<file path="src/rtl/ddr2_init_seq.sv">
`default_nettype none
// ============================================================================
// Module      : ddr2_init_seq
// Description : DDR2 power-up / initialisation command sequencer with
//               programmable MR/EMR fields and init timings.
// Revision    : 1.0 - initial release
// ============================================================================
module ddr2_init_seq #(
  parameter int NUM_RANKS      = 1,
  parameter int BA_WIDTH       = 3,
  parameter int ADDR_WIDTH     = 14,
  parameter int CAS_LATENCY    = 5,
  parameter int BURST_LEN      = 4,
  parameter int WRITE_RECOVERY = 6,
  parameter int RTT            = 0,
  parameter int DQS_N_DISABLE  = 1,
  parameter int T_INIT         = 200,
  parameter int T_NOP          = 40,
  parameter int T_RP           = 4,
  parameter int T_MRD          = 2,
  parameter int T_RFC          = 26,
  parameter int T_DLLK         = 200
) (
  input  logic                  clk,
  input  logic                  rst_n,
  input  logic                  start_i,
  output logic                  busy_o,
  output logic                  done_o,
  output logic                  cke_o,
  output logic [NUM_RANKS-1:0]  cs_n_o,
  output logic                  ras_n_o,
  output logic                  cas_n_o,
  output logic                  we_n_o,
  output logic [BA_WIDTH-1:0]   ba_o,
  output logic [ADDR_WIDTH-1:0] addr_o,
  output logic [NUM_RANKS-1:0]  odt_o
);

  function automatic int max_t();
    int m;
    m = T_INIT;
    if (T_NOP  > m) m = T_NOP;
    if (T_RP   > m) m = T_RP;
    if (T_MRD  > m) m = T_MRD;
    if (T_RFC  > m) m = T_RFC;
    if (T_DLLK > m) m = T_DLLK;
    return m;
  endfunction

  localparam int c_CNT_W = $clog2(max_t()) + 1;

  localparam logic [c_CNT_W-1:0] c_INIT_M1 = c_CNT_W'(T_INIT - 1);
  localparam logic [c_CNT_W-1:0] c_NOP_M1  = c_CNT_W'(T_NOP - 1);
  localparam logic [c_CNT_W-1:0] c_RP_M1   = c_CNT_W'(T_RP - 1);
  localparam logic [c_CNT_W-1:0] c_MRD_M1  = c_CNT_W'(T_MRD - 1);
  localparam logic [c_CNT_W-1:0] c_RFC_M1  = c_CNT_W'(T_RFC - 1);
  localparam logic [c_CNT_W-1:0] c_DLLK_M1 = c_CNT_W'(T_DLLK - 1);

  // A12..A0 images of the mode registers with DLL-reset / OCD fields cleared
  localparam logic [12:0] c_MR_BASE = {1'b0, 3'(WRITE_RECOVERY - 1), 1'b0, 1'b0,
                                       3'(CAS_LATENCY), 1'b0,
                                       (BURST_LEN == 8) ? 3'd3 : 3'd2};
  localparam logic [12:0] c_EMR_BASE = {2'b00, 1'(DQS_N_DISABLE), 3'b000,
                                        1'(RTT >> 1), 3'b000, 1'(RTT), 2'b00};

  if (CAS_LATENCY < 3 || CAS_LATENCY > 6) begin : g_bad_cl
    $error("ddr2_init_seq: illegal CAS_LATENCY");
  end
  if (WRITE_RECOVERY < 2 || WRITE_RECOVERY > 6) begin : g_bad_wr
    $error("ddr2_init_seq: illegal WRITE_RECOVERY");
  end
  if (BURST_LEN != 4 && BURST_LEN != 8) begin : g_bad_bl
    $error("ddr2_init_seq: illegal BURST_LEN");
  end
  if (T_INIT < 1 || T_NOP < 1 || T_RP < 1 || T_MRD < 1 || T_RFC < 1 || T_DLLK < 1) begin : g_bad_t
    $error("ddr2_init_seq: timing parameter below 1");
  end
  if (ADDR_WIDTH < 13) begin : g_bad_aw
    $error("ddr2_init_seq: ADDR_WIDTH below 13");
  end

  // Steps: 0 PREA, 1 EMR2, 2 EMR3, 3 EMR, 4 MR_DLLRST, 5 PREA, 6 REF, 7 REF,
  //        8 MR, 9 EMR_OCD_DEF, 10 EMR_OCD_EXIT
  function automatic logic [2:0] step_rcw(input logic [3:0] s);
    case (s)
      4'd0, 4'd5: return 3'b010;
      4'd6, 4'd7: return 3'b001;
      default:    return 3'b000;
    endcase
  endfunction

  function automatic logic [1:0] step_ba(input logic [3:0] s);
    case (s)
      4'd1:              return 2'd2;
      4'd2:              return 2'd3;
      4'd3, 4'd9, 4'd10: return 2'd1;
      default:           return 2'd0;
    endcase
  endfunction

  function automatic logic [12:0] step_addr(input logic [3:0] s);
    case (s)
      4'd0, 4'd5:  return 13'h0400;
      4'd3, 4'd10: return c_EMR_BASE;
      4'd4:        return c_MR_BASE | 13'h0100;
      4'd8:        return c_MR_BASE;
      4'd9:        return c_EMR_BASE | 13'h0380;
      default:     return 13'h0000;
    endcase
  endfunction

  function automatic logic [c_CNT_W-1:0] step_gap_m1(input logic [3:0] s);
    case (s)
      4'd0, 4'd5: return c_RP_M1;
      4'd6, 4'd7: return c_RFC_M1;
      default:    return c_MRD_M1;
    endcase
  endfunction

  typedef enum logic [2:0] {
    S_IDLE     = 3'd0,
    S_CKE_LOW  = 3'd1,
    S_NOP      = 3'd2,
    S_CMD      = 3'd3,
    S_DONE     = 3'd4
  } state_t;

  state_t               r_state;
  logic [3:0]           r_step;
  logic [c_CNT_W-1:0]   r_cnt;
  logic [c_CNT_W-1:0]   r_dllk;
  logic                 r_busy, r_done, r_cke;
  logic [NUM_RANKS-1:0] r_cs_n;
  logic [2:0]           r_rcw;
  logic [BA_WIDTH-1:0]  r_ba;
  logic [ADDR_WIDTH-1:0] r_addr;

  logic       w_gap_met;
  logic       w_ready;
  logic [3:0] w_next_step;

  always_comb begin
    w_next_step = r_step + 4'd1;
    w_gap_met   = (r_cnt >= step_gap_m1(r_step));
    // The OCD-default EMR must also wait out DLL lock after MR_DLLRST
    w_ready     = w_gap_met && ((r_step != 4'd8) || (r_dllk >= c_DLLK_M1));
  end

  always_ff @(posedge clk or negedge rst_n) begin
    if (!rst_n) begin
      r_state <= S_IDLE;
      r_step  <= 4'd0;
      r_cnt   <= '0;
      r_dllk  <= '0;
      r_busy  <= 1'b0;
      r_done  <= 1'b0;
      r_cke   <= 1'b0;
      r_cs_n  <= '1;
      r_rcw   <= 3'b111;
      r_ba    <= '0;
      r_addr  <= '0;
    end else begin
      if (r_dllk != '1) r_dllk <= r_dllk + 1'b1;
      case (r_state)
        S_IDLE, S_DONE: begin
          if (start_i) begin
            r_state <= S_CKE_LOW;
            r_cnt   <= '0;
            r_busy  <= 1'b1;
            r_done  <= 1'b0;
            r_cke   <= 1'b0;
            r_cs_n  <= '1;
            r_rcw   <= 3'b111;
            r_ba    <= '0;
            r_addr  <= '0;
          end
        end
        S_CKE_LOW: begin
          if (r_cnt == c_INIT_M1) begin
            r_state <= S_NOP;
            r_cnt   <= '0;
            r_cke   <= 1'b1;
            r_cs_n  <= '0;
          end else begin
            r_cnt <= r_cnt + 1'b1;
          end
        end
        S_NOP: begin
          if (r_cnt == c_NOP_M1) begin
            r_state <= S_CMD;
            r_step  <= 4'd0;
            r_cnt   <= '0;
            r_rcw   <= step_rcw(4'd0);
            r_ba    <= BA_WIDTH'(step_ba(4'd0));
            r_addr  <= ADDR_WIDTH'(step_addr(4'd0));
          end else begin
            r_cnt <= r_cnt + 1'b1;
          end
        end
        S_CMD: begin
          if (w_ready && r_step == 4'd10) begin
            r_state <= S_DONE;
            r_busy  <= 1'b0;
            r_done  <= 1'b1;
            r_cs_n  <= '1;
            r_rcw   <= 3'b111;
            r_ba    <= '0;
            r_addr  <= '0;
          end else if (w_ready) begin
            r_step <= w_next_step;
            r_cnt  <= '0;
            r_rcw  <= step_rcw(w_next_step);
            r_ba   <= BA_WIDTH'(step_ba(w_next_step));
            r_addr <= ADDR_WIDTH'(step_addr(w_next_step));
            if (w_next_step == 4'd4) r_dllk <= '0;
          end else begin
            r_rcw  <= 3'b111;
            r_ba   <= '0;
            r_addr <= '0;
            if (!w_gap_met) r_cnt <= r_cnt + 1'b1;
          end
        end
        default: r_state <= S_IDLE;
      endcase
    end
  end

  assign busy_o  = r_busy;
  assign done_o  = r_done;
  assign cke_o   = r_cke;
  assign cs_n_o  = r_cs_n;
  assign ras_n_o = r_rcw[2];
  assign cas_n_o = r_rcw[1];
  assign we_n_o  = r_rcw[0];
  assign ba_o    = r_ba;
  assign addr_o  = r_addr;
  assign odt_o   = '0;

endmodule
`default_nettype wire

</file>
<file path="config.mk">
export PLATFORM = sky130hd
export DESIGN_NAME = ddr2_init_seq
export DESIGN_NICKNAME = d
export VERILOG_FILES = /design/src/rtl/ddr2_init_seq.sv
export SDC_FILE = /design/constraint.sdc
export NUM_CORES = 1
export LEC_CHECK = 0
export CAP_MARGIN = 20
export CELL_PAD_IN_SITES_DETAIL_PLACEMENT = 0
export CELL_PAD_IN_SITES_GLOBAL_PLACEMENT = 2
export CORE_ASPECT_RATIO = 1.1
export CORE_MARGIN = 4
export CORE_UTILIZATION = 38
export CTS_CLUSTER_SIZE = 12
export DETAILED_ROUTE_END_ITERATION = 8
export GPL_ROUTABILITY_DRIVEN = 1
export HOLD_SLACK_MARGIN = 0.1
export PLACE_DENSITY_LB_ADDON = 0.1
export SYNTH_ARGS = -nofsm -noshare
export SYNTH_HDL_FRONTEND = slang
export SYNTH_SLANG_ARGS = --single-unit
</file>
<file path="constraint.sdc">
create_clock -name clk -period 6.3 [get_ports clk]
set_clock_uncertainty 0.1 [all_clocks]
set_input_delay 0.63 -clock clk [delete_from_list [all_inputs] [get_ports clk]]
set_output_delay 0.63 -clock clk [all_outputs]
set_load 0.05 [all_outputs]
</file>
* After elaboration in Yosys (flattened, before gate mapping)
Index checks and enable logic that the tools add are counted.
** Storage, ports and cells
- Flip-flop bits (word level) :: 49
- Bits in latches :: 0
- Memory bits (writable) :: 0
- Bits in read-only memories :: 0
- Input bits :: 3
- Output and inout port bits :: 25
- Memories :: 0
** Operators by class
- Add/sub/neg operators :: 3
- Multiply operators :: 0
- Div/mod/pow operators :: 0
- Order comparisons :: 2
- Eq/ne operators :: 29
- Shift operators :: 0
- Mux-type cells :: 50
- Bitwise gates (word level) :: 0
- Reductions and logical operators :: 26
** Operator list (number)
- two-way mux 9 bit :: 11
- case mux 12 bit (4 select lines) :: 1
- case mux 14 bit (3 select lines) :: 1
- case mux 9 bit (4 select lines) :: 1
- two-way mux 3 bit :: 10
- == test 4 x 3 -> 1 bit, second input constant :: 7
- two-way mux 14 bit :: 2
- two-way mux 13 bit :: 2
- adder 9 x 1 -> 9 bit, second input constant :: 2
- case mux 3 bit (3 select lines) :: 2
- == test 4 bit, second input constant :: 4
- AND reduction 4 bit :: 4
- two-way mux 4 bit :: 3
- != test 2 bit, second input constant :: 6
- case mux 3 bit (4 select lines) :: 1
- case mux 5 bit (2 select lines) :: 1
- OR reduction 2 bit :: 5
- == test 9 x 6 -> 1 bit, second input constant :: 1
- == test 9 x 8 -> 1 bit, second input constant :: 1
- greater-or-equal comparator 9 x 8 -> 1 bit, second input constant :: 1
- greater-or-equal comparator 9 bit :: 1
- != test 9 bit, second input constant :: 1
- AND reduction 3 bit :: 3
- == test 4 x 2 -> 1 bit, second input constant :: 2
- other kinds (23) :: 37

* Logic depth before layout (Yosys ltp)
Gate-level depths: netlist (run 1).
- Depth after elaboration :: 8
- Gate-level depth with buffers :: 12

* Worst setup path before layout (run 1)
OpenSTA, ideal clock, no wires.
- Path type :: register to register
- From :: reg r_step[0]
- To :: reg r_step[0]
- Setup time :: 0.125 ns
- Arrival :: 2.438 ns
- Data required time :: 6.075 ns
- Path slack :: 3.637 ns
- Cell stages (with the launch flop) :: 12
- Buffers on the path :: 1
- Clock period less this slack :: 2.663 ns
- Cell sequence :: dfrtp_1 inv_1 ha_1 mux2_2 nand2_1 ha_1 a2111oi_2 o211ai_1 and3_4 and2_1 buf_2 mux2_2
** Between the ends
- Cells in the longest elaborated chain, start to end :: 8
** RTL lines
- start, declared :: RTL line 129 : logic [3:0] r_step;
- start signal, assigned :: RTL line 210 : r_step <= w_next_step;
- == test 4 x 3 -> 1 bit / zero test 4 bit (equally long branches) :: RTL line 113 : case (s)
- OR reduction 2 bit :: RTL line 113
- case mux 5 bit (2 select lines) :: RTL line 113
- greater-or-equal comparator 9 bit :: RTL line 144 : w_gap_met = (r_cnt >= step_gap_m1(r_step));
- logical AND 1 bit :: RTL line 146 : w_ready = w_gap_met && ((r_step != 4'd8) || (r_dllk >= c_DLLK_M1));
- logical AND 1 bit :: RTL line 201 : if (w_ready && r_step == 4'd10) begin
- != test 2 bit (no source line)
- AND reduction 4 bit (no source line)
Several ways; a longest one is shown, not always the timed one. The select of a mux whose other input is x is not followed.
A chain may end at the register's enable or synchronous reset.

* Worst setup path after layout (run 1)
- From :: reg r_step[0]
- To :: reg r_addr[8] (netlist: addr_o[8])
** Between the ends
- Cells in the longest elaborated chain, start to end :: 8
** RTL lines
- == test 4 x 3 -> 1 bit / zero test 4 bit (equally long branches) :: RTL line 113
- OR reduction 2 bit :: RTL line 113
- case mux 5 bit (2 select lines) :: RTL line 113
- greater-or-equal comparator 9 bit :: RTL line 144
- logical AND 1 bit :: RTL line 146
- two-way mux 13 bit / logical AND 1 bit (equally long branches) :: RTL line 209, 201
- two-way mux 13 bit (*) :: RTL line 201
- case mux 14 bit (3 select lines) (*) :: RTL line 164 : case (r_state)
- end signal, assigned :: RTL line 195 : r_addr <= ADDR_WIDTH'(step_addr(4'd0));
- end signal, assigned :: RTL line 214 : r_addr <= ADDR_WIDTH'(step_addr(w_next_step));
- end, declared :: RTL line 136 : logic [ADDR_WIDTH-1:0] r_addr;
Mark *: on every way between the ends. The rest lies on a longest branch, timed or not.

==> flow_summary_export.csv, run 1 <==
group,metric,value,unit
global_routing,first_pass_grt_wire_length,8880,um
logic_synthesis,ys_ff_latch,39,
logic_synthesis,avgSynthCellArea,9.53,um2
power,total_power_divided_by_cell_area,444,nW/um2
logic_synthesis,yosysSeqAreaShare,39.6,%
sta,worst_hold_slack,0.358,ns
floorplan,pin_count,28,
drt,post-route-drc-count,0,
sta,unrepaired_setup_endpoints_after_global_routing,"false",
logic_synthesis,synthesis.instances,260,
sta,finalSetupTns,0,ns
logic_synthesis,yosys.area.top_type,"sky130_fd_sc_hd__dfrtp_1",
global_routing,grt_use_total,14.0,%
logic_synthesis,synthesis.area,2480,um2
drt,total_number_of_vias,1831,
power,power.ir.vdd_worst,205,uV
clock_network,post_cts_resize_count,0,
logic_synthesis,edff_count_synth,0,
placement,detailedPlacementHpwl,3770,um
setup_path,timing.critical_path.from,"r_step[0]",
run,drv_cap,0,
logic_synthesis,netlist.area_leader.share,35.3,%
min_path,hp_class,"in2async",
sta,setup_viol,0,
placement,place.detailed.instances,349,
clock_network,cts_tree,"built",
sta,max_freq,348,MHz
clock_network,numClockSinks,39,
placement,gp_congestion,0.755,
power,power,1220,uW
clock_network,htree_num_levels,2,
status,outcome,"completed",
logic_synthesis,top_cell_types_by_occurrence_after_synthesis,"sky130_fd_sc_hd__dfrtp_1, sky130_fd_sc_hd__nand2_1, sky130_fd_sc_hd__nor2_1",
floorplan,floorplan.die_area,7880,um2
setup_path,regToRegEndpoint,"addr_o[8]",
floorplan,die_width,85.0,um
setup_path,critical_path.endpoint,"addr_o[8]",
floorplan,die_y,92.7,um
global_routing,grt_pass1_vias,1765,
sta,finalCritPeriodShare,45.7,%
final_layout,utilization,43.7,%
drt,dr.first_iter.drc_count,79,
clock_network,ctsLongestPathBuffers,2,
setup_path,required,6.37,ns
clock_network,insertion_delay,0.29,ns
power,comb_power_share,52.6,%
final_layout,num_antenna_cells,0,
power,p_sw_share,46.4,%
final_layout,nNetsFinal,291,
sta,layout_min_cycle_time,2.88,ns
logic_synthesis,synthArstFlopShare,100,%
sta,slew-limit-headroom,40.3,%
setup_path,worst_r2r_path_depth,11,
setup_path,worstPathArrival,2.95,ns
global_routing,grt_antenna_before_repair,0,
clock_network,cts-buffers-inserted,5,
setup_path,startpoint_type,"flip-flop",
floorplan,start_util,39.5,%
final_layout,syn2layout_area_growth,10.4,%
logic_synthesis,count_of_cell_types_in_the_netlist,59,
clock_network,post_cts_buffers,0,
clock_network,clock-root-buffer,"sky130_fd_sc_hd__clkbuf_8",
global_routing,grt_overflow_total,0,
drt,ant_nets,0,
drt,drt_first_pass_iters,4,
setup_path,critPathMaxFanout,10,
logic_synthesis,yosys-top-cells-area,"sky130_fd_sc_hd__dfrtp_1, sky130_fd_sc_hd__ha_1, sky130_fd_sc_hd__nand2_1",
setup_path,regToRegStartpoint,"r_step[0]",
power,internal-power,652,uW
power,p_clk_share,13.4,%
sta,worstMarginPinSlew,0.896,ns
power,leakage,0.00118,uW
final_layout,finalNonFillerCells,357,
sta,timing_max_transition_violations_final,0,
drt,wire_per_inst,14.6,um
logic_synthesis,postSynth.topFlopCell,"sky130_fd_sc_hd__dfrtp_1",
clock_network,clkSlewWorstSetupHoldPaths,0.08,ns
logic_synthesis,ys.warnings.count,0,
floorplan,rows,30,
sta,finalHoldViolations,0,
drt,route.final.wire_length,5210,um
setup_path,endpoint_kind,"flip-flop",
clock_network,cts_hold_repair.buffers,0,
logic_synthesis,synth_most_common_cell,"sky130_fd_sc_hd__dfrtp_1",
placement,io_buffers,19,
power,net-switching-power,564,uW
drt,drt-vias-per-instance,5.13,
power,share_seq_of_total_power,33.9,%
setup_path,critPathKind,"reg2reg",
global_routing,grt_start_max_net_pins,40,
floorplan,core-area,6270,um2
setup_path,reg2reg_slack,3.42,ns
final_layout,fraction_of_layout_cells_with_a_size_suffix_above_1,11.6,%
## logic make-up (layout without fill, tap and decap cells)
logic type / count (synthesis) / count (layout) / synth area share [%]
AO/OA/AOI/OAI: 65 / 65 / 19.4
other: 1 / 8 / 0.151
flip-flops: 39 / 39 / 39.6
multiplexers: 4 / 4 / 1.72
buffers and inverters: 24 / 34 / 6.46
adder cells (fa/ha/maj): 12 / 12 / 6.06
XOR/XNOR: 10 / 10 / 3.53
AND/OR/NAND/NOR: 105 / 105 / 23.1
## per-layer routing
metal  share of wire, %  vias up  global-route usage, %
met5                  0        -                      0
met4                1.2        0                   4.35
met3                2.9        6                   3.02
met2                 47       22                   23.1
met1                 48      869                   18.2
li1                   -      934                      -
## critical path, stage by stage (launching register included)
cell	delay [ns]
sky130_fd_sc_hd__dfrtp_1	0.47
sky130_fd_sc_hd__inv_1	0.12
sky130_fd_sc_hd__ha_1	0.22
sky130_fd_sc_hd__mux2_2	0.26
sky130_fd_sc_hd__nand2_1	0.07
sky130_fd_sc_hd__ha_1	0.23
sky130_fd_sc_hd__a2111oi_2	0.34
sky130_fd_sc_hd__o211ai_1	0.17
sky130_fd_sc_hd__and3_4	0.20
sky130_fd_sc_hd__and4_1	0.32
sky130_fd_sc_hd__a21oi_1	0.17
sky130_fd_sc_hd__o21ai_1	0.08
## worst min-delay path by stage
stage / start / end
floorplan: rst_n / addr_o[10]
global placement: r_rcw[2] / r_rcw[2]
detailed placement: r_rcw[2] / r_rcw[2]
CTS: r_rcw[2] / r_rcw[2]
global route: r_rcw[2] / r_rcw[2]
finish: rst_n / r_cnt[4]
## through the flow
stage	instance area, um2	worst slack, ns
finish	2740	3.42
CTS	2740	3.38
floorplan	2500	3.64
global route	2740	3.14
detailed placement	2660	3.40
global placement	2660	3.40
## power groups by stage
| stage | registers, uW | logic [uW] | clock network (uW) |
|---|---|---|---|
| 2_1_floorplan | 462 | 468 | 0 |
| 3_3_place_gp | 417 | 649 | 0 |
| 3_5_place_dp | 418 | 645 | 0 |
| 4_1_cts | 413 | 649 | 174 |
| 5_1_grt | 426 | 719 | 183 |
| 6_report | 412 | 640 | 164 |
## state kept, by name (all words and copies together), names as in the netlist
register  flops
r_cnt         9
r_dllk        9
addr_o        5
r_step        4
r_rcw         3
r_state       3
ba_o          2
busy_o        1
cke_o         1
cs_n_o        1
done_o        1
## cells in the final DEF (no fill, tap or decap), types with 2 or more instances in the layout
cell type                          n
sky130_fd_sc_hd__inv_1             7
sky130_fd_sc_hd__nand3_1           7
sky130_fd_sc_hd__a22o_1            9
sky130_fd_sc_hd__clkdlybuf4s50_1  18
sky130_fd_sc_hd__xnor2_1           5
sky130_fd_sc_hd__dfstp_2           4
sky130_fd_sc_hd__xor2_1            5
sky130_fd_sc_hd__o21ai_2           2
sky130_fd_sc_hd__nor2b_1           3
sky130_fd_sc_hd__or2_1             2
sky130_fd_sc_hd__and3_2            2
sky130_fd_sc_hd__nand2b_1          3
sky130_fd_sc_hd__o211a_1           2
sky130_fd_sc_hd__nand2_1          33
sky130_fd_sc_hd__mux2_2            2
sky130_fd_sc_hd__o21ai_1           6
sky130_fd_sc_hd__and2_1            3
sky130_fd_sc_hd__clkbuf_1          2
sky130_fd_sc_hd__nor3_1            8
sky130_fd_sc_hd__o21ai_0          17
sky130_fd_sc_hd__nand4_1           3
sky130_fd_sc_hd__nor3_4            2
sky130_fd_sc_hd__mux2i_1           2
sky130_fd_sc_hd__and3_1            4
sky130_fd_sc_hd__clkbuf_8          5
sky130_fd_sc_hd__conb_1            8
sky130_fd_sc_hd__o211ai_1          3
sky130_fd_sc_hd__a21oi_1          12
sky130_fd_sc_hd__dfrtp_1          35
sky130_fd_sc_hd__nor2_1           21
sky130_fd_sc_hd__o21a_1            2
sky130_fd_sc_hd__ha_1             12
## final cells by class
| cell class | instances | area [um2] |
|---|---|---|
| fill | 607 | 3530 |
| multi-input combinational | 204 | 1360 |
| sequential | 39 | 981 |
| timing repair buffer | 19 | 185 |
| tap | 80 | 100 |
| clock buffer | 7 | 76.3 |
| inverter | 7 | 26.3 |
| clock inverter | 1 | 5.00 |
No activity file was read; power rests on OpenSTA's default activity.
==> run 2, diff against run 1 <==
CORE_UTILIZATION = 32   (was 38)
clock period = 2.5 ns   (was 6.3 ns; I/O delays follow)
==> run 2 against run 1 <==
  * The run now ends with setup timing left
  * Utilization decreased by 0.98 points
  * Worst hold slack got worse by 0.084 ns
  * Clock-buffer cell count decreased by 2
  * Sequential cell count unchanged
  * Via count increased by 9.2%
  * Sequential share of layout area decreased by 5.2 points
  * Global-route usage increased by 0.50 points
  * Critical endpoint is now r_step[0]
  * Critical path depth unchanged
==> flow_summary_export.csv, run 2 (synthesized netlist as in run 1, its figures left out) <==
group,metric,value,unit
drt,ant_nets,0,
final_layout,utilization,42.7,%
clock_network,clkSlewWorstSetupHoldPaths,0.09,ns
setup_path,critical_path.cell_chain,"buf_4 > ha_2 > o211ai_1 > ha_2 > o21ai_2 > o211ai_1 > buf_4 > and3_4 > nand2_1 > a21o_1 > mux2_2",
setup_path,critPathMaxFanout,6,
clock_network,clock-root-buffer,"sky130_fd_sc_hd__clkbuf_8",
clock_network,htree_num_levels,2,
global_routing,grt_use_total,14.5,%
status,outcome,"complete, but fails checks",
global_routing,grt_start_max_net_pins,18,
clock_network,numClockSinks,39,
sta,worst_hold_slack,0.274,ns
global_routing,first_pass_grt_wire_length,10500,um
power,leakage,0.00139,uW
drt,top_layer_used,"met4",
setup_path,critPathKind,"reg2reg",
floorplan,die_width,91.9,um
floorplan,core-area,7510,um2
floorplan,pin_count,28,
drt,route.final.wire_length,6110,um
setup_path,required,2.59,ns
power,total_power_divided_by_cell_area,1200,nW/um2
drt,drt-vias-per-instance,4.83,
final_layout,fraction_of_layout_cells_with_a_size_suffix_above_1,28.5,%
setup_path,timing.critical_path.slowest_cell_delay,0.41,ns
drt,wl_met2,2930,um
drt,dr.first_iter.drc_count,59,
placement,pre_cts_worst_setup_slack,-0.208,ns
final_layout,most_common_cell_after_layout_fill_and_taps_aside,"sky130_fd_sc_hd__dfrtp_1",
sta,timing_max_transition_violations_final,0,
placement,detailedPlacementHpwl,4530,um
placement,gp_congestion,0.740,
sta,finalCritPeriodShare,107,%
placement,io_buffers,19,
sta,slew-limit-headroom,64.4,%
sta,layout_min_cycle_time,2.66,ns
sta,finalHoldViolations,0,
clock_network,cts-buffers-inserted,5,
power,power.ir.vdd_worst,481,uV
run,drv_cap,0,
final_layout,layout.cells.most_common_list,"sky130_fd_sc_hd__dfrtp_1, sky130_fd_sc_hd__nand2_1, sky130_fd_sc_hd__buf_4, sky130_fd_sc_hd__nor2_1, sky130_fd_sc_hd__clkdlybuf4s50_1",
setup_path,crit_path_top_delay_cell,"sky130_fd_sc_hd__dfrtp_1",
setup_path,startpoint_type,"flip-flop",
sta,postLayoutSetupSlackWorst,-0.163,ns
min_path,hp_class,"in2async",
final_layout,finalNonFillerCells,414,
status,failed_checks,"setup timing",
placement,place.detailed.instances,393,
final_layout,nNetsFinal,323,
floorplan,start_util,33.0,%
setup_path,reg2reg_slack,-0.16,ns
drt,wire_per_inst,14.7,um
sta,setup_viol,30,
drt,met3_wirelength,140,um
final_layout,syn2layout_area_growth,29.4,%
floorplan,die_y,100,um
sta,max_freq,375,MHz
drt,total_number_of_vias,2000,
clock_network,cts_tree,"built",
sta,unrepaired_setup_endpoints_after_global_routing,"true",
global_routing,grt_pass1_vias,2101,
drt,drt_first_pass_iters,4,
clock_network,insertion_delay,0.30,ns
setup_path,endpoint_kind,"flip-flop",
global_routing,grt_antenna_before_repair,0,
drt,route.layer.met1.wl,2940,um
sta,worstMarginPinSlew,0.533,ns
clock_network,ctsLongestPathBuffers,2,
floorplan,floorplan.die_area,9220,um2
floorplan,rows,33,
drt,post-route-drc-count,0,
global_routing,grt_overflow_total,0,
setup_path,worstPathArrival,2.75,ns
final_layout,num_antenna_cells,0,
==> run 2: cell count changes in the layout (fill, tap and decap cells not counted), moves of 3 or more <==
| cell | delta |
|---|---|
| sky130_fd_sc_hd__ha_2 | +4 |
| sky130_fd_sc_hd__ha_1 | -6 |
| sky130_fd_sc_hd__nand2_4 | +3 |
| sky130_fd_sc_hd__nand2_1 | -5 |
| sky130_fd_sc_hd__buf_4 | +26 |
| sky130_fd_sc_hd__o21ai_2 | +4 |
| sky130_fd_sc_hd__o21ai_1 | +5 |
| sky130_fd_sc_hd__o21ai_0 | -9 |
| sky130_fd_sc_hd__a21oi_2 | +3 |
| sky130_fd_sc_hd__a21oi_1 | -3 |
| sky130_fd_sc_hd__buf_6 | +4 |
==> run 2: worst max-delay path, delay by kind of cell (launching register included) <==
| family | cells | cell delay, ns |
|---|---|---|
| AO/OA/AOI/OAI | 4 | 0.76 |
| multiplexers | 1 | 0.26 |
| AND/OR/NAND/NOR | 2 | 0.30 |
| flip-flops | 1 | 0.41 |
| adder cells (fa/ha/maj) | 2 | 0.43 |
| buffers and inverters | 2 | 0.30 |
==> run 2: per-layer routing <==
layer	global-route usage [%]	vias up
met5	0	-
met4	4.57	0
met3	3.22	7
met2	24.0	25
met1	18.9	972
li1	-	996
==> run 2: cell type report <==
class | instances | area, um2
flip-flops and latches | 39 | 982
inverters | 7 | 28.8
well taps | 105 | 131
clock inverters | 3 | 67.6
repair buffers | 51 | 455
multi-input cells | 204 | 1470
fillers | 790 | 4310
clock buffers | 5 | 68.8
==> run 2: report_power, final <==
| group | switching [uW] | internal, uW |
|---|---|---|
| Combinational | 1190 | 981 |
| Sequential | 212 | 814 |
| Clock | 243 | 398 |
| Total | 1640 | 2190 |
==> run 2: metrics by stage <==
step                total power, uW  area (um2)  setup TNS [ns]
global placement               3000        2900           -2.51
finish                         3840        3210           -1.87
floorplan                      2460        2570          -0.148
global route                   4130        3210           -7.50
CTS                            3760        3090           -1.65
detailed placement             3000        2900           -2.98
==> run 2: worst paths after layout <==
kind,start,to,cells after the start
worst min register to register,r_rcw[2],r_rcw[2],2
worst min-delay path,rst_n,r_dllk[0],2
max in group asynchronous,rst_n,cs_n_o,3
min in group clk,r_rcw[2],r_rcw[2],2
worst max-delay path,r_step[1],r_step[0],11
worst max register to register,r_step[1],r_step[0],11
==> run 2: what timing repair did <==
item,in CTS,in global routing
buffers inserted,6,7
hold buffers,1,0
endpoints found under the setup margin,31,36
pin swaps,11,18
hold endpoints to repair,19,0
resized for setup,7,25
